`src/rtl/adder_ctrl_pkg.sv`:
```
`default_nettype none
// ============================================================================
// Module   : adder_ctrl_pkg
// Brief    : Shared FSM state type, adder-slave register offsets and timeout.
// Revision : 1.0 - initial release
// ============================================================================
package adder_ctrl_pkg;

  typedef enum logic [2:0] {
    ST_IDLE = 3'd0,
    ST_WR_A = 3'd1,
    ST_WR_B = 3'd2,
    ST_RD   = 3'd3,
    ST_RSP  = 3'd4
  } state_e;

  localparam logic [7:0] c_OFF_A   = 8'h00;
  localparam logic [7:0] c_OFF_B   = 8'h04;
  localparam logic [7:0] c_OFF_SUM = 8'h08;

  localparam int unsigned ADDER_CTRL_TIMEOUT = 255;

endpackage
`default_nettype wire

```
`src/rtl/axil_wr_xfer.sv`:
```
`default_nettype none
// ============================================================================
// Module   : axil_wr_xfer
// Brief    : One AXI-Lite AW/W/B write transfer, launched by a start pulse.
// Revision : 1.0 - initial release
// ============================================================================
module axil_wr_xfer #(
  parameter int unsigned DATA_WIDTH = 32,
  parameter int unsigned ADDR_WIDTH = 8
) (
  input  logic                    clk,
  input  logic                    rst,
  input  logic                    start_i,
  input  logic                    abort_i,
  input  logic [ADDR_WIDTH-1:0]   addr_i,
  input  logic [DATA_WIDTH-1:0]   data_i,
  output logic [ADDR_WIDTH-1:0]   awaddr_o,
  output logic                    awvalid_o,
  input  logic                    awready_i,
  output logic [DATA_WIDTH-1:0]   wdata_o,
  output logic [DATA_WIDTH/8-1:0] wstrb_o,
  output logic                    wvalid_o,
  input  logic                    wready_i,
  input  logic                    bresp_i,
  input  logic                    bvalid_i,
  output logic                    bready_o,
  output logic                    done_o,
  output logic                    err_o
);

  logic [ADDR_WIDTH-1:0] awaddr_q;
  logic [DATA_WIDTH-1:0] wdata_q;
  logic                  awvalid_q;
  logic                  wvalid_q;
  logic                  bready_q;
  logic                  aw_acc_q;
  logic                  w_acc_q;
  logic                  aw_acc_d;
  logic                  w_acc_d;

  // Acceptance as of the end of this cycle, so bready can rise on the
  // edge that completes the later of the two address/data handshakes.
  assign aw_acc_d = aw_acc_q | (awvalid_q & awready_i);
  assign w_acc_d  = w_acc_q  | (wvalid_q  & wready_i);

  always_ff @(posedge clk) begin
    if (rst || abort_i) begin
      awvalid_q <= 1'b0;
      wvalid_q  <= 1'b0;
      bready_q  <= 1'b0;
      aw_acc_q  <= 1'b0;
      w_acc_q   <= 1'b0;
      if (rst) begin
        awaddr_q <= '0;
        wdata_q  <= '0;
      end
    end else if (start_i) begin
      awvalid_q <= 1'b1;
      wvalid_q  <= 1'b1;
      bready_q  <= 1'b0;
      aw_acc_q  <= 1'b0;
      w_acc_q   <= 1'b0;
      awaddr_q  <= addr_i;
      wdata_q   <= data_i;
    end else begin
      if (awvalid_q && awready_i) begin
        awvalid_q <= 1'b0;
        aw_acc_q  <= 1'b1;
      end
      if (wvalid_q && wready_i) begin
        wvalid_q <= 1'b0;
        w_acc_q  <= 1'b1;
      end
      if (bready_q && bvalid_i) begin
        bready_q <= 1'b0;
        aw_acc_q <= 1'b0;
        w_acc_q  <= 1'b0;
      end else if (aw_acc_d && w_acc_d) begin
        bready_q <= 1'b1;
      end
    end
  end

  assign awaddr_o  = awaddr_q;
  assign awvalid_o = awvalid_q;
  assign wdata_o   = wdata_q;
  assign wstrb_o   = {(DATA_WIDTH/8){1'b1}};
  assign wvalid_o  = wvalid_q;
  assign bready_o  = bready_q;
  assign done_o    = bready_q & bvalid_i;
  assign err_o     = bresp_i;

endmodule
`default_nettype wire

```
`src/rtl/adder_ctrl.sv`:
```
`default_nettype none
// ============================================================================
// Module   : adder_ctrl
// Brief    : Job controller: writes A and B to an AXI-Lite adder, reads sum.
//            Optional handshake timeout enabled by ADDER_CTRL_TIMEOUT_EN.
// Revision : 1.0 - initial release
// ============================================================================
module adder_ctrl
  import adder_ctrl_pkg::*;
#(
  parameter int unsigned           DATA_WIDTH = 32,
  parameter int unsigned           ADDR_WIDTH = 8,
  parameter logic [ADDR_WIDTH-1:0] BASE_ADDR  = '0
) (
  input  logic                    m1_axi_aclk,
  input  logic                    m1_axi_areset,
  input  logic                    cmd_valid,
  output logic                    cmd_ready,
  input  logic [DATA_WIDTH-1:0]   cmd_a,
  input  logic [DATA_WIDTH-1:0]   cmd_b,
  output logic                    rsp_valid,
  input  logic                    rsp_ready,
  output logic [DATA_WIDTH-1:0]   rsp_sum,
  output logic                    rsp_err,
  output logic [ADDR_WIDTH-1:0]   m1_axi_awaddr,
  output logic                    m1_axi_awvalid,
  input  logic                    m1_axi_awready,
  output logic [DATA_WIDTH-1:0]   m1_axi_wdata,
  output logic [DATA_WIDTH/8-1:0] m1_axi_wstrb,
  output logic                    m1_axi_wvalid,
  input  logic                    m1_axi_wready,
  input  logic                    m1_axi_bresp,
  input  logic                    m1_axi_bvalid,
  output logic                    m1_axi_bready,
  output logic [ADDR_WIDTH-1:0]   m1_axi_araddr,
  output logic                    m1_axi_arvalid,
  input  logic                    m1_axi_arready,
  input  logic [DATA_WIDTH-1:0]   m1_axi_rdata,
  input  logic                    m1_axi_rresp,
  input  logic                    m1_axi_rvalid,
  output logic                    m1_axi_rready
);

  state_e                state_q;
  logic [DATA_WIDTH-1:0] a_q;
  logic [DATA_WIDTH-1:0] b_q;
  logic [DATA_WIDTH-1:0] rsp_sum_q;
  logic                  rsp_valid_q;
  logic                  err_q;
  logic                  cmd_ready_q;
  logic                  wr_start_q;
  logic                  arvalid_q;
  logic [ADDR_WIDTH-1:0] araddr_q;
  logic                  rready_q;

  logic                  wr_start;
  logic [ADDR_WIDTH-1:0] wr_addr;
  logic [DATA_WIDTH-1:0] wr_data;
  logic                  wr_done;
  logic                  wr_err;
  logic                  abort;

  // Operand B is launched on the same edge that retires operand A's response.
  assign wr_start = wr_start_q | ((state_q == ST_WR_A) & wr_done);
  assign wr_addr  = wr_start_q ? (BASE_ADDR + ADDR_WIDTH'(c_OFF_A))
                               : (BASE_ADDR + ADDR_WIDTH'(c_OFF_B));
  assign wr_data  = wr_start_q ? a_q : b_q;

  axil_wr_xfer #(
    .DATA_WIDTH (DATA_WIDTH),
    .ADDR_WIDTH (ADDR_WIDTH)
  ) u_wr_xfer (
    .clk       (m1_axi_aclk),
    .rst       (m1_axi_areset),
    .start_i   (wr_start),
    .abort_i   (abort),
    .addr_i    (wr_addr),
    .data_i    (wr_data),
    .awaddr_o  (m1_axi_awaddr),
    .awvalid_o (m1_axi_awvalid),
    .awready_i (m1_axi_awready),
    .wdata_o   (m1_axi_wdata),
    .wstrb_o   (m1_axi_wstrb),
    .wvalid_o  (m1_axi_wvalid),
    .wready_i  (m1_axi_wready),
    .bresp_i   (m1_axi_bresp),
    .bvalid_i  (m1_axi_bvalid),
    .bready_o  (m1_axi_bready),
    .done_o    (wr_done),
    .err_o     (wr_err)
  );

`ifdef ADDER_CTRL_TIMEOUT_EN
  localparam int unsigned TO_W = $clog2(ADDER_CTRL_TIMEOUT + 1);

  logic [TO_W-1:0] wait_cnt_q;
  logic            waiting;
  logic            progress;

  // Any handshake restarts the wait window; only AXI waits are bounded.
  assign waiting  = (state_q == ST_WR_A) || (state_q == ST_WR_B) || (state_q == ST_RD);
  assign progress = wr_start_q
                  | (m1_axi_awvalid & m1_axi_awready)
                  | (m1_axi_wvalid  & m1_axi_wready)
                  | (m1_axi_bvalid  & m1_axi_bready)
                  | (arvalid_q      & m1_axi_arready)
                  | (m1_axi_rvalid  & rready_q);
  assign abort    = waiting && !progress && (wait_cnt_q == TO_W'(ADDER_CTRL_TIMEOUT - 1));

  always_ff @(posedge m1_axi_aclk) begin
    if (m1_axi_areset || !waiting || progress || abort) begin
      wait_cnt_q <= '0;
    end else begin
      wait_cnt_q <= wait_cnt_q + 1'b1;
    end
  end
`else
  assign abort = 1'b0;
`endif

  always_ff @(posedge m1_axi_aclk) begin
    if (m1_axi_areset) begin
      state_q     <= ST_IDLE;
      a_q         <= '0;
      b_q         <= '0;
      rsp_sum_q   <= '0;
      rsp_valid_q <= 1'b0;
      err_q       <= 1'b0;
      cmd_ready_q <= 1'b1;
      wr_start_q  <= 1'b0;
      arvalid_q   <= 1'b0;
      araddr_q    <= '0;
      rready_q    <= 1'b0;
    end else begin
      wr_start_q <= 1'b0;
      if (abort) begin
        arvalid_q   <= 1'b0;
        rready_q    <= 1'b0;
        rsp_sum_q   <= '0;
        err_q       <= 1'b1;
        rsp_valid_q <= 1'b1;
        state_q     <= ST_RSP;
      end else begin
        case (state_q)
          ST_IDLE: begin
            if (cmd_valid && cmd_ready_q) begin
              a_q         <= cmd_a;
              b_q         <= cmd_b;
              err_q       <= 1'b0;
              cmd_ready_q <= 1'b0;
              wr_start_q  <= 1'b1;
              state_q     <= ST_WR_A;
            end
          end
          ST_WR_A: begin
            if (wr_done) begin
              err_q   <= err_q | wr_err;
              state_q <= ST_WR_B;
            end
          end
          ST_WR_B: begin
            if (wr_done) begin
              err_q     <= err_q | wr_err;
              arvalid_q <= 1'b1;
              araddr_q  <= BASE_ADDR + ADDR_WIDTH'(c_OFF_SUM);
              state_q   <= ST_RD;
            end
          end
          ST_RD: begin
            if (arvalid_q && m1_axi_arready) begin
              arvalid_q <= 1'b0;
              rready_q  <= 1'b1;
            end
            if (rready_q && m1_axi_rvalid) begin
              rready_q    <= 1'b0;
              rsp_sum_q   <= m1_axi_rdata;
              err_q       <= err_q | m1_axi_rresp;
              rsp_valid_q <= 1'b1;
              state_q     <= ST_RSP;
            end
          end
          ST_RSP: begin
            if (rsp_ready) begin
              rsp_valid_q <= 1'b0;
              cmd_ready_q <= 1'b1;
              state_q     <= ST_IDLE;
            end
          end
          default: begin
            cmd_ready_q <= 1'b1;
            state_q     <= ST_IDLE;
          end
        endcase
      end
    end
  end

  assign cmd_ready      = cmd_ready_q;
  assign rsp_valid      = rsp_valid_q;
  assign rsp_sum        = rsp_sum_q;
  assign rsp_err        = err_q;
  assign m1_axi_arvalid = arvalid_q;
  assign m1_axi_araddr  = araddr_q;
  assign m1_axi_rready  = rready_q;

endmodule
`default_nettype wire

```
`config.mk`:
```
export PLATFORM = sky130hd
export DESIGN_NAME = adder_ctrl
export DESIGN_NICKNAME = d
export VERILOG_FILES = /design/src/rtl/adder_ctrl_pkg.sv /design/src/rtl/axil_wr_xfer.sv /design/src/rtl/adder_ctrl.sv
export SDC_FILE = /design/constraint.sdc
export NUM_CORES = 1
export LEC_CHECK = 0
export CORE_MARGIN = 5
export CORE_UTILIZATION = 49
export CTS_CLUSTER_DIAMETER = 120
export CTS_CLUSTER_SIZE = 28
export DETAILED_ROUTE_END_ITERATION = 10
export PLACE_DENSITY = 0.87
export SYNTH_ARGS = -nofsm -noshare
export SYNTH_HDL_FRONTEND = slang
export SYNTH_SLANG_ARGS = --single-unit
```
`constraint.sdc`:
```
create_clock -name m1_axi_aclk -period 2.15 [get_ports m1_axi_aclk]
set_input_delay 0.5375 -clock m1_axi_aclk [delete_from_list [all_inputs] [get_ports m1_axi_aclk]]
set_output_delay 0.5375 -clock m1_axi_aclk [all_outputs]
set_load 0.01 [all_outputs]
```
== Word level (Yosys, flattened, before mapping) ==
Cells that the tools add are included.
Word-level totals
  output and inout port bits: 92
  register bits: 151
  logic and storage cells: 94
Operators by class
  reductions and logical operators: 27
  equal/unequal tests: 11
  bitwise operators: 11
  multiplexer cells: 27
Operators by type and width (number)
  $mux W32: 1
  $mux W3: 6
  $mux W1: 15
  $pmux W3 S5: 1
  $ne A2 B2 Y1 const B: 6
  $reduce_bool A2 Y1: 5
  $reduce_and A3 Y1: 3
  $reduce_and A2 Y1: 4
  $logic_and A1 B1 Y1: 7
  $eq A3 B2 Y1 const B: 2
  $pmux W1 S3: 2
  $reduce_or A3 Y1: 2
  $or A1 B1 Y1: 5
  $reduce_and A5 Y1: 1
  $and A1 B1 Y1: 4
  $pmux W1 S2: 2
  $reduce_and A4 Y1: 1
  $reduce_or A2 Y1: 2
  $eq A3 B1 Y1 const B: 1
  $eq A3 B3 Y1 const B: 1
  $logic_not A3 Y1: 1
  $reduce_bool A3 Y1: 1
  $ne A2 B1 Y1 const B: 1
  $not A1 Y1: 2

== Logic depth before layout (Yosys ltp) ==
Gate-level depths: netlist of the first run.
  word-level depth: 4
  mapped depth: 7
  gate-level depth less buffers: 4

== Cells and area by module ==
Synthesis of the first run repeated with hierarchy kept, for this count alone.
Unflattened totals
  cell total of the unflattened synthesis: 658
  area, all modules: 6353.6 sq um
Modules (own cells, without submodules)
  adder_ctrl: instances 1, area each 4645.7 sq um, cells an instance 547
  axil_wr_xfer: instances 1, area each 1707.9 sq um, cells an instance 111

== Worst setup path after synthesis of the first run ==
Ideal clock, no wire load.
  path type: input port to flip-flop
  start: input m1_axi_bvalid
  end: register u_wr_xfer.wdata_q[11] (netlist: u_wr_xfer.wdata_o[11])
  slack: 0.595 ns
  stages on the path: 6
  arrival time: 1.397 ns
  setup time: 0.157 ns
  path through: nand2_2 or3_1 buf_2 buf_6 nand2_2 a311oi_2
Between the ends
  word-level cells in the longest chain between the ends: 3
Ends and longest elaborated chain
  start: declaration: RTL line adder_ctrl.sv:33  | input logic m1_axi_bvalid,
  $and A1 B1 Y1: RTL line axil_wr_xfer.sv:90  | assign done_o = bready_q & bvalid_i;
  $and A1 B1 Y1: RTL line adder_ctrl.sv:64  | assign wr_start = wr_start_q | ((state_q == ST_WR_A) & wr_done);
  $or A1 B1 Y1: RTL line adder_ctrl.sv:64
  end signal: assignment: RTL line axil_wr_xfer.sv:64  | wdata_q <= data_i;
  end: declaration: RTL line axil_wr_xfer.sv:32  | logic [DATA_WIDTH-1:0] wdata_q;
No other way between the ends.
A chain may end at the register's enable or synchronous reset.

== Worst setup path in the final report of the first run ==
  start: register cmd_ready_q (netlist: cmd_ready)
  end: output cmd_ready
RTL lines
  start: declaration: RTL line adder_ctrl.sv:50  | logic cmd_ready_q;
  start signal: assignment: RTL line adder_ctrl.sv:129  | cmd_ready_q <= 1'b1;
  start signal: assignment: RTL line adder_ctrl.sv:150  | cmd_ready_q <= 1'b0;
  start signal: assignment: RTL line adder_ctrl.sv:185  | cmd_ready_q <= 1'b1;
  end: declaration: RTL line adder_ctrl.sv:18  | output logic cmd_ready,
No word-level cell between the ends.

==> impl_results.md, run 1 <==
- Status: complete, no violations
- Routed len/inst: 14.5 um
- CTS root buf: clkbuf_16
- Final worst path period share: 0.918
- Min-Delay Endpoint: rsp_sum[8]
- Sw power: 1.62 mW
- Die Area: 14200 sq um
- Required time of the worst setup path: 1.61 ns
- Largest net degree at the start of global routing: 64
- 1st-iter DRT viols: 313
- Htree depth: 4
- Clock Skew: 0.00839 ns
- Met1 usage: 0.255
- Critical path's slowest cell: clkdlybuf4s50_1
- CTS buffer count: 17
- Initial antenna violation count: 0
- EDFF count, synth: 0
- FF-to-FF path depth: 5
- TritonCTS Sinks: 144
- Total Wirelength: 14.8 mm
- Yosys cell types: 36
- Post-CTS Resized: 0
- Worst hold path class: flop to flop
- Sequential share of the synthesized area: 0.492
- PD cells: 853 nW/um^2
- Area Overhead vs Synth: 42.8%
- Number of global-route vias before repair: 5044
- Combinational power share: 0.127
- Core Area: 11900 sq um
- # setup viols final: 0
- Largest cells by area after synthesis: dfxtp_1 (49%), nand2_1 (15%), a21oi_1 (8.8%)
- HPWL Detailed: 10.1 mm
- Sequential share of power: 0.411
- Crit end category: primary output
- Worst path max stage delay: 0.61 ns
- Final Total Pwr: 7.13 mW
- Die Wd: 119 um
- Pint: 5.52 mW
- R2R setup slack: 0.38 ns
- Final Wtd Congestion: 0.764
- Clock slew at reported path FFs: 0.06 ns
- Crit path launch type: flop
- Postcts setup bufs: 0
- Met3 GRT Util: 0.0665
- Worst hold start: rsp_sum[8]
- Io pins: 199
- Final Util: 0.705
- Clock tree buffer depth: 2
- Synth Register Bits: 144
- Max-cap violations: 0
- Share of synthesized registers carrying an async set or reset: 0
- Peak supply drop: 537 uV
- CTS tree: done
- Number of placed instances with taps included: 989
- Final Slew Violations: 0
- Synthesized area: 5860 sq um
- Clk network pwr share: 0.462
- Busiest layer in global routing: met2
- Switch share: 0.227
- N_diodes: 0
- Fin crit period: 1.97 ns
- Die Height: 119 um
- Crit path DAT: 1.44 ns
- Reg2reg start: state_q[1]
- P_leak: 2.99 nW
- Post-DRT Antenna Nets: 0
- Share of the synthesized area in the top cell type: 0.492
- First-pass GRT wire length: 24.0 mm
- Synth top cells by count: nand2_1 (233), dfxtp_1 (144), a21oi_1 (103)
- Number of vias per cell: 5.03
- Post-synthesis area per instance: 8.37 sq um
- Fin cells: 1021
- Worst Tran Pin Value: 0.501 ns
- Count leader, synth: nand2_1
- RSZ-0062 raised after global routing: false
- Grt met2 use: 0.350
- Skew-Pair Late Insertion Delay: 0.41 ns
- Warnings, synthesis: 0
- Top achievable clock speed: 506 MHz
- Grt total ovfl: 0
- Num rows: 40
- Reg-to-Reg End: rsp_sum[0]
- Nets: 968
- Number of port buffers: 180
- Hold bufs inserted after CTS: 0
- Critical path type: flop to primary output
- Hold path cells: 2
- GRT Total Usage: 0.207
- Crit-path leading delay family: buffers and inverters
- Final worst setup slack: 0.175 ns
- Cell Chain, Critical Path: clkdlybuf4s50_1
- Vias: 5132
- Initial core utilization: 0.494
- Layout cell share with drive strength beyond 1: 0.135
- Residual DRC count: 0
- Ys flop type: dfxtp_1
- Cells after synthesis: 700
- CP Max Fanout: 4
- Biggest area consumer among synthesized cells: dfxtp_1
- Setup slack at placement: -0.0540 ns
- Hold_ws: 0.451 ns
- Worst slew margin: 0.666
- Buf+Inv Stages, Crit Path: 1
- Filler cells: 960
- Final hold vios: 0
- DR pass1 iterations: 4
metal layers:
metal  up-vias  wire, um
met1      2366      6580
met2       165      7080
met5         -         0
met4         0       151
li1       2586         -
met3        15       990
logic make-up (layout without fill, tap and decap cells):
| kind of cell | count (synthesis) | in the layout | synth area share |
|---|---|---|---|
| buffers and inverters | 75 | 233 | 0.0801 |
| AOI/OAI and AO/OA | 145 | 145 | 0.179 |
| DFF | 144 | 144 | 0.492 |
| and+or+nand+nor | 330 | 330 | 0.241 |
| xor gates and xnor gates | 2 | 2 | 0.00299 |
| muxes | 2 | 2 | 0.00363 |
| other | 2 | 18 | 0.00128 |
placed cells by master, fill, tap and decap left out, drive strengths merged, types with 3 or more instances in the layout:
| master | count |
|---|---|
| bufinv | 5 |
| clkdlybuf4s50 | 179 |
| o21ai | 3 |
| conb | 18 |
| nor2 | 47 |
| a21oi | 103 |
| clkbuf | 23 |
| dfxtp | 144 |
| nor3 | 5 |
| clkinv | 3 |
| a311oi | 33 |
| nand2 | 263 |
| inv | 4 |
| nand2b | 5 |
| buf | 18 |
cell type report:
type                            instances  area [sq um]  share of cell area
Multi-Input combinational cell        497          2570               0.307
Inverter                                4          15.0             0.00180
Clock buffer                           23           498              0.0595
Clock inverter                          9           176              0.0211
Timing Repair Buffer                  197          2040               0.244
Sequential cell                       144          2880               0.345
Tap cell                              147           184              0.0220
worst reg2reg max path: cells and delay by family (launching register included):
| kind | cells | cell delay (ns) |
|---|---|---|
| compound gates | 1 | 0.07 |
| flops | 1 | 0.63 |
| buf+inv | 1 | 0.20 |
| simple gates | 3 | 0.74 |
power by group through the flow:
stage | registers, mW | clock network [mW] | logic [mW]
4_1_cts | 2.93 | 3.35 | 0.914
5_1_grt | 2.95 | 3.48 | 0.990
6_report | 2.93 | 3.30 | 0.906
3_5_place_dp | 2.98 | 0 | 0.909
3_3_place_gp | 2.98 | 0 | 0.889
2_1_floorplan | 2.99 | 0 | 0.484
metrics by stage:
step | instance area [sq um] | setup TNS (ns)
2_1_floorplan | 5920 | 0
3_3_place_gp | 7690 | -0.243
3_5_place_dp | 7690 | -1.26
4_1_cts | 8360 | 0
5_1_grt | 8360 | 0
6_report | 8360 | 0
registers in the layout (all words and copies together) (netlist names):
signal,flops
cmd_ready,1
u_wr_xfer.bready_o,1
b_q,32
state_q,3
u_wr_xfer.aw_acc_q,1
u_wr_xfer.wvalid_o,1
m1_axi_arvalid,1
rsp_sum,32
wr_start_q,1
rsp_valid,1
m1_axi_araddr,1
u_wr_xfer.awvalid_o,1
a_q,32
u_wr_xfer.awaddr_o,1
u_wr_xfer.wdata_o,32
rsp_err,1
m1_axi_rready,1
u_wr_xfer.w_acc_q,1
worst max path at each step:
stage | from | end | cells after the start
after CTS | cmd_ready | cmd_ready | 1
after detailed placement | m1_axi_bvalid | u_wr_xfer.wdata_o[24] | 6
after global routing | u_wr_xfer.bready_o | m1_axi_bready | 1
final | cmd_ready | cmd_ready | 1
after floorplan | m1_axi_bvalid | u_wr_xfer.wdata_o[11] | 6
after global placement | m1_axi_bvalid | u_wr_xfer.wdata_o[19] | 6
(Power assumes the default switching activity.)
==> run 2: changes to the inputs <==
--- a/config.mk
+++ b/config.mk
@@ -5,12 +5,11 @@
 export SDC_FILE = /design/constraint.sdc
 export NUM_CORES = 1
 export LEC_CHECK = 0
-export CORE_MARGIN = 5
 export CORE_UTILIZATION = 49
 export CTS_CLUSTER_DIAMETER = 120
 export CTS_CLUSTER_SIZE = 28
 export DETAILED_ROUTE_END_ITERATION = 10
-export PLACE_DENSITY = 0.87
+export PLACE_DENSITY = 0.82
 export SYNTH_ARGS = -nofsm -noshare
 export SYNTH_HDL_FRONTEND = slang
 export SYNTH_SLANG_ARGS = --single-unit
==> run 2 against run 1 <==
The flow now finishes with violations (DRC). Non-clock buffer count up 2. Maximum frequency shrank 0.15%. Global-route usage up 3.5 points. First-iteration DRC count decreased by 13%. Flip-flop and latch count unchanged. Die area down 13%. Total power shrank 4.8%. Core utilization grew 1.5 points. Critical endpoint is now m1_axi_bready. Largest cell class unchanged.
==> impl_results.md, run 2 (synthesis gave the netlist of run 1 again) <==
- Clock Skew: 0.00706 ns (-0.00134 ns)
- Final Slew Violations: 0 (unchanged)
- P_leak: 2.96 nW (-1.2%)
- Worst hold start: rsp_sum[31]
- Postcts setup bufs: 0 (unchanged)
- CTS buffer count: 17 (unchanged)
- Peak supply drop: 370 uV (-31%)
- Worst path max stage delay: 0.60 ns (about the same)
- CTS tree: done
- Io pins: 199 (unchanged)
- Area of the multi-input gates: 2570 sq um (unchanged)
- Htree depth: 4 (unchanged)
- Min-Delay Endpoint: rsp_sum[31]
- Die Height: 111 um (-6.7%)
- Number of port buffers: 180 (unchanged)
- CP Max Fanout: 6 (+2)
- Crit end category: primary output
- Number of placed instances with taps included: 987 (-0.20%)
- Num rows: 39 (-2.5%)
- Reg-to-Reg End: rsp_sum[5]
- Reg2reg start: state_q[1]
- R2R setup slack: 0.48 ns (+0.10 ns)
- Setup TNS: 0 ns (unchanged)
- FF-to-FF path depth: 5 (unchanged)
- Worst hold path class: flop to flop
- Sequential share of power: 0.432 (+0.021)
- Placed cell area: 7700 sq um (+0.13%)
- First-pass GRT wire length: 24.0 mm (about the same)
- Setup slack at placement: -0.00307 ns (+0.0509 ns)
- HPWL Detailed: 9.86 mm (-2.8%)
- Grt total ovfl: 0 (unchanged)
- Initial antenna violation count: 0 (unchanged)
- Crit path launch type: flop
- Required time of the worst setup path: 1.61 ns (about the same)
- Commonest cells after routing, fill and taps aside: nand2_1 (233), clkdlybuf4s50_1 (179), dfxtp_1 (144)
- Buf+Inv Stages, Crit Path: 1 (unchanged)
- Final hold vios: 0 (unchanged)
- Vias: 5253 (+2.4%)
- Hold bufs inserted after CTS: 0 (unchanged)
- Final Util: 0.720 (+0.0152)
- Combinational power share: 0.134 (+0.007)
- Number of global-route vias before repair: 5223 (+3.5%)
- Most common cell after layout, fill and taps aside: nand2_1
- GRT Total Usage: 0.242 (+0.0350)
- Largest net degree at the start of global routing: 66 (+3.1%)
- Status: finished, violations left
- Cell Chain, Critical Path: clkdlybuf4s50_1
- Die Wd: 111 um (-6.7%)
- Clock slew at reported path FFs: 0.06 ns (about the same)
- Area Overhead vs Synth: 41.6%
- Total Wirelength: 14.8 mm (-0.12%)
- 1st-iter DRT viols: 273 (-13%)
- Core Area: 11500 sq um (-2.9%)
- CTS root buf: clkbuf_16
- Filler cells: 888 (-7.5%)
- Layout cell share with drive strength beyond 1: 0.136 (+0.000833)
- Crit-path leading delay family: buffers and inverters
- Top achievable clock speed: 506 MHz (-0.15%)
- DR pass1 iterations: 8 (+4)
- Clock tree buffer depth: 2 (unchanged)
- Critical path type: flop to primary output
- N_diodes: 0 (unchanged)
- Switch share: 0.245 (+0.0177)
- Sw power: 1.66 mW (+2.6%)
- Residual DRC count: 36 (+36)
- Nets: 970 (+0.21%)
- Die Area: 12400 sq um (-13%)
- RSZ-0062 raised after global routing: false
- Clk network pwr share: 0.433 (-0.029)
- Final worst path period share: 0.920 (+0.00137)
- Skew-Pair Late Insertion Delay: 0.41 ns (about the same)
- # setup viols final: 0 (unchanged)
- Pint: 5.13 mW (-7.0%)
- Final Wtd Congestion: 0.865 (+13%)
- Max-cap violations: 0 (unchanged)
- Area occupied by registers: 2880 sq um (unchanged)
- PD cells: 819 nW/um^2 (-4.0%)
- Failing checks: DRC
- Initial core utilization: 0.509 (+0.0148)
- Routed len/inst: 14.5 um (about the same)
- TritonCTS Sinks: 144 (unchanged)
- Fin crit period: 1.98 ns (+0.00295 ns)
- Final worst setup slack: 0.173 ns (-0.00295 ns)
- Post-DRT Antenna Nets: 0 (unchanged)
- Fin area: 8290 sq um (-0.82%)
- Post-CTS Resized: 0 (unchanged)
- Hold path cells: 2 (unchanged)
- Critical path's slowest cell: clkdlybuf4s50_1
- Number of vias per cell: 5.16 (+2.6%)
- Crit path DAT: 1.44 ns (about the same)
- Fin cells: 1019 (-0.20%)
-- run 2: changes by cell type in the layout (fill, tap and decap cells not counted) --
cell / previous run / this run
clkbuf_8: 5 / 0
buf_4: 9 / 11
bufinv_16: 5 / 3
clkinvlp_4: 1 / 3
inv_6: 0 / 2
clkbuf_1: 1 / 2
clkinv_2: 2 / 3
clkinv_4: 1 / 2
-- run 2: worst min-delay path, stage by stage (launching register included) --
cell and delay, ns:
dfxtp_1 0.30, nand2_1 0.05, a21oi_1 0.05
-- run 2: worst max-delay path by stage --
stage / start / end / slack, ns / cells after the start
global route: u_wr_xfer.bready_o / m1_axi_bready / 0.13 / 1
CTS: u_wr_xfer.bready_o / m1_axi_bready / 0.17 / 1
finish: u_wr_xfer.bready_o / m1_axi_bready / 0.17 / 1
global placement: m1_axi_bvalid / u_wr_xfer.wdata_o[17] / 0.02 / 6
detailed placement: m1_axi_bvalid / u_wr_xfer.wdata_o[2] / -0.003 / 7
floorplan: m1_axi_bvalid / u_wr_xfer.wdata_o[11] / 0.60 / 6
-- run 2: area by class of cell --
type,count,area share
repair buffers,199,0.248
well taps,143,0.0216
clock inverters,13,0.0196
inverters,4,0.00181
flip-flops and latches,144,0.348
clock buffers,19,0.0522
multi-input cells,497,0.310
-- run 2: layer usage --
metal | vias to the layer above | GRT usage | part of all wire
met5 | - | 0 | 0
met4 | 0 | 0.0910 | 0.011
met3 | 16 | 0.0691 | 0.071
met2 | 198 | 0.423 | 0.51
met1 | 2443 | 0.281 | 0.41
li1 | 2596 | - | -
-- run 2: power groups by stage --
| stage | logic [mW] | registers [mW] | clock network, mW |
|---|---|---|---|
| 2_1_floorplan | 0.484 | 2.99 | 0 |
| 3_3_place_gp | 0.883 | 2.98 | 0 |
| 3_5_place_dp | 0.908 | 2.99 | 0 |
| 4_1_cts | 0.919 | 2.93 | 3.00 |
| 5_1_grt | 0.994 | 2.95 | 3.12 |
| 6_report | 0.913 | 2.93 | 2.94 |
-- run 2: stage by stage --
step	hold slack, ns	total power, mW
2_1_floorplan	0.423	3.47
3_3_place_gp	0.442	3.87
3_5_place_dp	0.447	3.89
4_1_cts	0.456	6.85
5_1_grt	0.469	7.07
6_report	0.455	6.79
